[src/rtl/bus_arbiter_if.sv]
// Bus arbitration interface: requester levels in, tristate drive enables
// and ownership status out.
//   req   : level request per source, held while the source needs the bus
//   oe    : one-hot-or-zero output enables to the tristate bus buffers
//   gnt   : grant per requester, always equal to oe
//   owner : index of the current owner while busy, else 0
//   busy  : a source currently owns the bus
//   turn  : turnaround cycle, all enables low
// master = arbiter side, slave = requester/observer side.
// Handshake: a source keeps req high for as long as it needs the bus. It may
// drive only while its gnt bit is high. Dropping req is the release.
interface bus_arbiter_if #(
  parameter int N = 4
) ();
  localparam int OW = $clog2(N);

  logic [N-1:0]  req;
  logic [N-1:0]  oe;
  logic [N-1:0]  gnt;
  logic [OW-1:0] owner;
  logic          busy;
  logic          turn;

  modport master (
    input  req,
    output oe,
    output gnt,
    output owner,
    output busy,
    output turn
  );

  modport slave (
    output req,
    input  oe,
    input  gnt,
    input  owner,
    input  busy,
    input  turn
  );
endinterface

[src/rtl/bus_arbiter.sv]
// Round-robin owner selection for the shared tristate internal data bus.
// It drives the per-source output enables of the bus buffers. Every change
// of owner passes through one TURN cycle with all enables low, so two
// buffers never drive the bus at the same time.
// Ports:
//   clk       : system clock, rising edge
//   rst_n     : asynchronous active-low reset
//   bus       : bus_arbiter_if master modport (req in; oe/gnt/owner/busy/turn out)
//   dbg_state : current FSM state (0 IDLE, 1 OWN, 2 TURN)
module bus_arbiter #(
  parameter int N        = 4,
  parameter int MAX_HOLD = 8
) (
  input  logic          clk,
  input  logic          rst_n,
  bus_arbiter_if.master bus,
  output logic [1:0]    dbg_state
);
  localparam int OW = $clog2(N);

  localparam logic [1:0] S_IDLE = 2'd0;
  localparam logic [1:0] S_OWN  = 2'd1;
  localparam logic [1:0] S_TURN = 2'd2;

  localparam logic [N-1:0] ONE      = {{(N-1){1'b0}}, 1'b1};
  localparam logic [7:0]   HOLD_TOP = 8'(MAX_HOLD - 1);

  logic [1:0]    state_q;
  logic [N-1:0]  oe_q;
  logic [OW-1:0] owner_q;
  logic [OW-1:0] ptr_q;
  logic [7:0]    hold_q;

  // Round-robin search starting at ptr_q, wrapping modulo N.
  logic          found;
  logic [OW-1:0] win;

  always_comb begin
    found = 1'b0;
    win   = '0;
    for (int i = 0; i < N; i++) begin
      if (!found && bus.req[(int'(ptr_q) + i) % N]) begin
        found = 1'b1;
        win   = OW'((int'(ptr_q) + i) % N);
      end
    end
  end

  // The exit test uses only the owner's req bit and the OR of the others.
  logic [N-1:0]  owner_mask;
  logic          owner_req;
  logic          others_req;
  logic          own_exit;
  logic [OW-1:0] ptr_next;

  always_comb begin
    owner_mask = ONE << owner_q;
    owner_req  = |(bus.req & owner_mask);
    others_req = |(bus.req & ~owner_mask);
    own_exit   = !owner_req || ((hold_q == HOLD_TOP) && others_req);
    ptr_next   = (owner_q == OW'(N - 1)) ? '0 : owner_q + OW'(1);
  end

  always_ff @(posedge clk or negedge rst_n) begin
    if (!rst_n) begin
      state_q <= S_IDLE;
      oe_q    <= '0;
      owner_q <= '0;
      ptr_q   <= '0;
      hold_q  <= '0;
    end else begin
      case (state_q)
        S_IDLE, S_TURN: begin
          if (found) begin
            state_q <= S_OWN;
            oe_q    <= ONE << win;
            owner_q <= win;
            hold_q  <= '0;
          end else begin
            state_q <= S_IDLE;
            oe_q    <= '0;
            owner_q <= '0;
          end
        end
        S_OWN: begin
          if (own_exit) begin
            // The old owner gets the lowest priority in the next search.
            state_q <= S_TURN;
            oe_q    <= '0;
            owner_q <= '0;
            ptr_q   <= ptr_next;
            hold_q  <= '0;
          end else if (hold_q != HOLD_TOP) begin
            hold_q <= hold_q + 8'd1;
          end
        end
        default: begin
          state_q <= S_IDLE;
          oe_q    <= '0;
          owner_q <= '0;
        end
      endcase
    end
  end

  always_comb begin
    bus.oe    = oe_q;
    bus.gnt   = oe_q;
    bus.owner = owner_q;
    bus.busy  = (state_q == S_OWN);
    bus.turn  = (state_q == S_TURN);
    dbg_state = state_q;
  end
endmodule

[src/flat_wrapper.sv]
// flat-port wrapper written by rule: the top's interface ports become plain ports
module bus_arbiter_flat 
#(
  parameter int N        = 4,
  parameter int MAX_HOLD = 8
)
  (clk, rst_n, dbg_state, bus_req, bus_oe, bus_gnt, bus_owner, bus_busy, bus_turn);
  bus_arbiter_if #(.N(N)) bus_i ();
  input  logic clk;
  input  logic rst_n;
  output logic [1:0] dbg_state;
  input wire logic [$bits(bus_i.req)-1:0] bus_req;
  output wire logic [$bits(bus_i.oe)-1:0] bus_oe;
  output wire logic [$bits(bus_i.gnt)-1:0] bus_gnt;
  output wire logic [$bits(bus_i.owner)-1:0] bus_owner;
  output wire logic [$bits(bus_i.busy)-1:0] bus_busy;
  output wire logic [$bits(bus_i.turn)-1:0] bus_turn;
  assign bus_i.req = bus_req;
  assign bus_oe = bus_i.oe;
  assign bus_gnt = bus_i.gnt;
  assign bus_owner = bus_i.owner;
  assign bus_busy = bus_i.busy;
  assign bus_turn = bus_i.turn;
  bus_arbiter #(.N(N), .MAX_HOLD(MAX_HOLD)) u_core (.clk(clk), .rst_n(rst_n), .bus(bus_i), .dbg_state(dbg_state));
endmodule
[config.mk]
export PLATFORM = sky130hd
export DESIGN_NAME = bus_arbiter_flat
export DESIGN_NICKNAME = d
export VERILOG_FILES = /design/src/rtl/bus_arbiter_if.sv /design/src/rtl/bus_arbiter.sv /design/src/flat_wrapper.sv
export SDC_FILE = /design/constraint.sdc
export NUM_CORES = 1
export LEC_CHECK = 0
export CAP_MARGIN = 10
export CORE_ASPECT_RATIO = 0.5
export CORE_MARGIN = 2
export CORE_UTILIZATION = 40
export CTS_CLUSTER_DIAMETER = 50
export CTS_CLUSTER_SIZE = 24
export DETAILED_ROUTE_END_ITERATION = 10
export HOLD_SLACK_MARGIN = 0.08
export PLACE_DENSITY_LB_ADDON = 0.1
export SLEW_MARGIN = 10
export SYNTH_ARGS = -nofsm -noshare
export SYNTH_HDL_FRONTEND = slang
export SYNTH_SLANG_ARGS = --single-unit
[constraint.sdc]
create_clock -name clk -period 2.7 [get_ports clk]
set_input_delay 0.54 -clock clk [delete_from_list [all_inputs] [get_ports clk]]
set_output_delay 0.54 -clock clk [all_outputs]
set_load 0.05 [all_outputs]
After elaboration in Yosys (flattened, before gate mapping)
Index checks and enable logic that the tools add are counted.

Output and inout bits: 14. Word-level logic and storage cells: 82. Register bits: 18. Bits of input ports: 6.

Eq/ne operators: 8. $add $sub $neg: 5. Reductions and logical operators: 19. Muxes and demuxes: 33. Shifts and indexed selects: 2. $lt $le $gt $ge: 4. Bitwise operators: 6.

Operator list (count): $mux 8 (3); $mux 2 (8); $pmux 8 s2 (1); $lt 3x4->1 const B (3); $mux 1 (12); $add 8x1->8 const B (1); $and 4x4->4 (2); $bmux 1 s2 (4); $eq 8x3->1 const B (1); $mux 4 (2); $ne 8x3->1 const B (1); $pmux 2 s2 (2); $pmux 4 s2 (1); $reduce_or 2->1 (4); $reduce_or 4->1 (2); $shl 1x2->4 const A (2); $add 2x1->2 const B (2); $add 2x2->2 const B (2); $eq 2x2->1 const B (2); $logic_and 1x1->1 (4); $logic_not 1->1 (4); $ne 2x1->1 const B (2); $not 4->4 (1); $and 1x1->1 const A (3); other kinds (8) (8).

Logic depth before layout (Yosys ltp)
Depth in word-level cells: 17. Depth in mapped cells: 7. Gate-level depth less buffers: 7.

Least setup slack after synthesis
No wires, ideal clock.

Path kind: flip-flop to flip-flop. Start point: register u_core.owner_q[0], in the netlist u_core.bus.owner[0]. End point: register u_core.hold_q[4]. Arrival: 2.406 ns. Setup time: 0.143 ns. Stages on the path, launching flop included: 8. Clock period less this slack: 2.550 ns. Slack: 0.150 ns. Required time: 2.557 ns. Path buffers: 0. Path through: dfrtp_1 > inv_1 > ha_1 > a22o_1 > a221oi_1 > a21oi_1 > o21ai_0 > nor2_1.

Word-level cells in the longest chain between the ends: 8. Elaborated cells on any way between the ends: 13. Those cells by class: 1 x eq/ne; 1 x shift; 2 x mux; 3 x bitwise; 6 x reduce/logical.

Ends and longest elaborated chain: from (decl) (RTL line bus_arbiter.sv:30) `logic [OW-1:0] owner_q;`; from (signal assigned) (RTL line bus_arbiter.sv:77) `owner_q <= win;`; $shl 1x2->4 * (RTL line bus_arbiter.sv:57) `owner_mask = ONE << owner_q;`; $not 4->4 (RTL line bus_arbiter.sv:59) `others_req = |(bus.req & ~owner_mask);`; $and 4x4->4 (RTL line bus_arbiter.sv:59); $reduce_or 4->1 (RTL line bus_arbiter.sv:59); $logic_and 1x1->1 (RTL line bus_arbiter.sv:60) `own_exit = !owner_req || ((hold_q == HOLD_TOP) && others_req);`; $logic_or 1x1->1 * (RTL line bus_arbiter.sv:60); $ne 3x1->1 (no source line) or $mux 8 (tied branches); $reduce_and 3->1 (no source line) or $pmux 8 s2 (tied branches); to (signal assigned) (RTL line bus_arbiter.sv:94) `hold_q <= hold_q + 8'd1;`; to (decl) (RTL line bus_arbiter.sv:32) `logic [7:0] hold_q;`.

Every way passes the cells marked *; elsewhere a longest branch is shown, timed or not. A chain may end at the register's enable or synchronous reset.

Worst setup path in the final report
Start point: register u_core.state_q[1], in the netlist u_core.dbg_state[1]. End point: output bus_busy.

Word-level cells in the longest chain between the ends: 1.

Ends and longest elaborated chain: from (decl) (RTL line bus_arbiter.sv:28) `logic [1:0] state_q;`; from (signal assigned) (RTL line bus_arbiter.sv:66) `state_q <= S_IDLE;`; from (signal assigned) (RTL line bus_arbiter.sv:75) `state_q <= S_OWN;`; from (signal assigned) (RTL line bus_arbiter.sv:80) `state_q <= S_IDLE;`; $eq 2x1->1 (RTL line bus_arbiter.sv:110) `bus.busy = (state_q == S_OWN);`; to (decl) (RTL line flat_wrapper.sv:16) `output wire logic [$bits(bus_i.busy)-1:0] bus_busy;`.

No other way between the ends.

==> impl_metrics.csv <==
group,metric,value,unit
min_path,min_from,"u_core.bus.gnt[2]$_DFFE_PN0P_",
synthesis,synth_area_leader_cell,"dfrtp_1",
layout,final_util,0.528,
outcome,status,"finished, final reports clean",
power_and_ir_drop,peakVddDrop,0.388,mV
timing,skew,0.00208,ns
setup_path,worst_setup_path_end_kind,"output port",
global_route,grt_pass1_vias,853,
power_and_ir_drop,power_density,1200,mW/mm^2
clock_network,cts_resized,0,
min_path,min_path_type,"flop to flop",
global_route,grt_use_total,0.169,
global_route,grt_pass1_wl,3820,um
timing,fmax,0.418,GHz
clock_network,cts_tree,"built",
global_route,grt_overflow,0,
synthesis,synthTopCellsByArea,"dfrtp_1 43%, ha_1 6.0%, nand2b_1 4.2%",
setup_path,ff2ff_path_depth,8,
placed_design,place_congestion,0.756,
synthesis,ys_ff_latch,18,
global_route,grt_max_degree,19,
global_route,antenna_found_initial,0,
routing,ant_nets,0,
synthesis,netlist_top_cells_count,"18 x dfrtp_1, 9 x nor2_1, 7 x inv_1, 7 x nand2_1, 7 x nand2b_1",
clock_network,path_clk_slew,0.06,ns
routing,dr.pass1.iters,4,
synthesis,synth_fp_nets,118,
synthesis,synth_edf_count,0,
min_path,min_to,"u_core.bus.gnt[2]$_DFFE_PN0P_",
layout,diodes,0,
layout,drive_above_1_share,0.137,
floorplanning,core,0.00254,mm^2
floorplanning,initial_core_util,0.411,
layout,final_area,0.00134,mm^2
power_and_ir_drop,power.leakage,0.000598,uW
routing,drt_iter0_markers,20,
synthesis,syn_inst,107,
routing,via_per_inst,5.12,
synthesis,synth_ff_type,"dfrtp_1",
clock_network,clock_latency,0.25,ns
timing,relSlewSlack,0.434,
synthesis,synth_cell_types,35,
floorplanning,rows,13,
setup_path,rrSetupSlack,0.55,ns
synthesis,synth.avg_cell_area,9.75,um^2
routing,vias,860,
setup_path,path_class,"flop to output port",
setup_path,reg2reg_from,"u_core.bus.owner[0]$_DFFE_PN0P_",
synthesis,synth_warnings,0,
clock_network,htreeDepth,1,
timing,worst_pin_slew,0.846,ns
clock_network,cts_sinks,18,
clock_network,cts_buffer_depth,2,
timing,hold_violations,0,
clock_network,cts_hold_buf,0,
clock_network,post-cts-setup-buffers,0,
timing,rsz0062_at_grt,"false",
setup_path,required,2.16,ns
placed_design,dp_hpwl,1700,um
synthesis,synth_most_common_cell,"dfrtp_1",
placed_design,port_buffers,19,
setup_path,cp.arrival,1.85,ns
floorplanning,die_h,40.1,um
placed_design,placed_area,0.00130,mm^2
setup_path,worst_r2r_endpoint,"u_core.hold_q[3]$_DFFE_PN0P_",
layout,area_delta_synth_final,28.4,%
routing,wl_per_cell,12.9,um
synthesis,synth_top_cell_area_share,0.432,
timing,setup_violations,0,
layout,nNetsFinal,144,
timing,slew_violations,0,
floorplanning,die_area,0.00306,mm^2
floorplanning,io_pins,20,
job,cap_violations,0,
routing,wl,2170,um
synthesis,ys_seq_area_frac,0.432,
synthesis,netlist_area,0.00104,mm^2
clock_network,root_buffer,"clkbuf_8",
timing,finalCritPeriodShare,0.885,
setup_path,cp_max_fo,8,
min_path,hold_depth,1,
synthesis,async_flop_share,1.00,
timing,fin_tns_setup,0,ns
floorplanning,die_x,76.2,um
timing,min_period,2.39,ns
routing,drc,0,
clock_network,cts-buffers-inserted,3,
setup_path,critPathLaunchType,"flop",
## critical path: stages, from the launching register on
cell,delay (ns)
dfrtp_1,0.38
nand2b_1,0.28
inv_1,0.13
clkdlybuf4s50_1,0.81
## layout by cell type (no fill, tap or decap), types with 3 or more instances in the layout
cell,netlist,routed
nand4_1,3,3
nand2_1,7,7
nand2b_1,7,7
a22o_1,3,3
inv_1,7,7
dfrtp_1,18,18
ha_1,5,5
a21oi_1,4,4
buf_4,4,7
xor2_1,4,4
o21ai_0,4,4
clkbuf_8,0,3
o22ai_1,4,4
o21ai_1,3,3
nor2_1,9,9
clkdlybuf4s50_1,0,19
## how the worst max path moves through the flow
stage / start / end / slack (ns)
after CTS: u_core.dbg_state[0]$_DFFE_PN0P_ / bus_busy / 0.29
after detailed placement: bus_req[0] / u_core.hold_q[3]$_DFFE_PN0P_ / 0.16
after global routing: bus_req[0] / u_core.hold_q[3]$_DFFE_PN0P_ / 0.20
after global placement: bus_req[0] / u_core.hold_q[3]$_DFFE_PN0P_ / 0.19
final: u_core.dbg_state[1]$_DFFE_PN0P_ / bus_busy / 0.31
after floorplan: u_core.bus.owner[0]$_DFFE_PN0P_ / u_core.hold_q[4]$_DFFE_PN0P_ / 0.15
## registers in the layout, summed over array words and instances, names as in the netlist
register	count
u_core.dbg_state	2
u_core.hold_q	8
u_core.bus.gnt	4
u_core.ptr_q	2
u_core.bus.owner	2
## cell families (layout without fill, tap and decap cells)
group	after synthesis	after routing	share of synthesized area
adder cells (fa/ha/maj)	5	5	0.0600
AO/OA/AOI/OAI	28	28	0.205
AND/OR/NAND/NOR	39	39	0.201
buffers and inverters	12	36	0.0576
XOR/XNOR	4	4	0.0336
flip-flops	18	18	0.432
multiplexers	1	1	0.0108
## metal layers
metal  GRT usage  vias to the layer above  wire length (um)
met2       0.296                       16               962
li1            -                      437                 -
met4      0.0273                        0                 8
met3      0.0586                        2               112
met1       0.213                      405              1090
met5           0                        -                 0
## report_power, final
part	switching (uW)	total [uW]	leakage, uW	internal (uW)
Sequential	75.0	422	0.000239	347
Combinational	641	1000	0.000337	363
Clock	83.3	182	0.0000216	98.9
Total	799	1610	0.000598	809
## final cells by class
type	instances	area [um^2]
clock buffer	3	41.3
sequential	18	450
fill	247	1200
tap	37	46.3
timing repair buffer	26	243
inverter	7	26.3
multi-input combinational	77	533
## through the flow
stage / cells / hold WS (ns) / worst slack [ns] / power, uW
6_report: 168 / 0.523 / 0.310 / 1610
3_5_place_dp: 165 / 0.515 / 0.159 / 1430
4_1_cts: 168 / 0.531 / 0.294 / 1620
5_1_grt: 168 / 0.553 / 0.205 / 1720
2_1_floorplan: 107 / 0.244 / 0.150 / 1120
3_3_place_gp: 165 / 0.508 / 0.186 / 1430
Note: power is estimated with default switching activity, not from simulation.
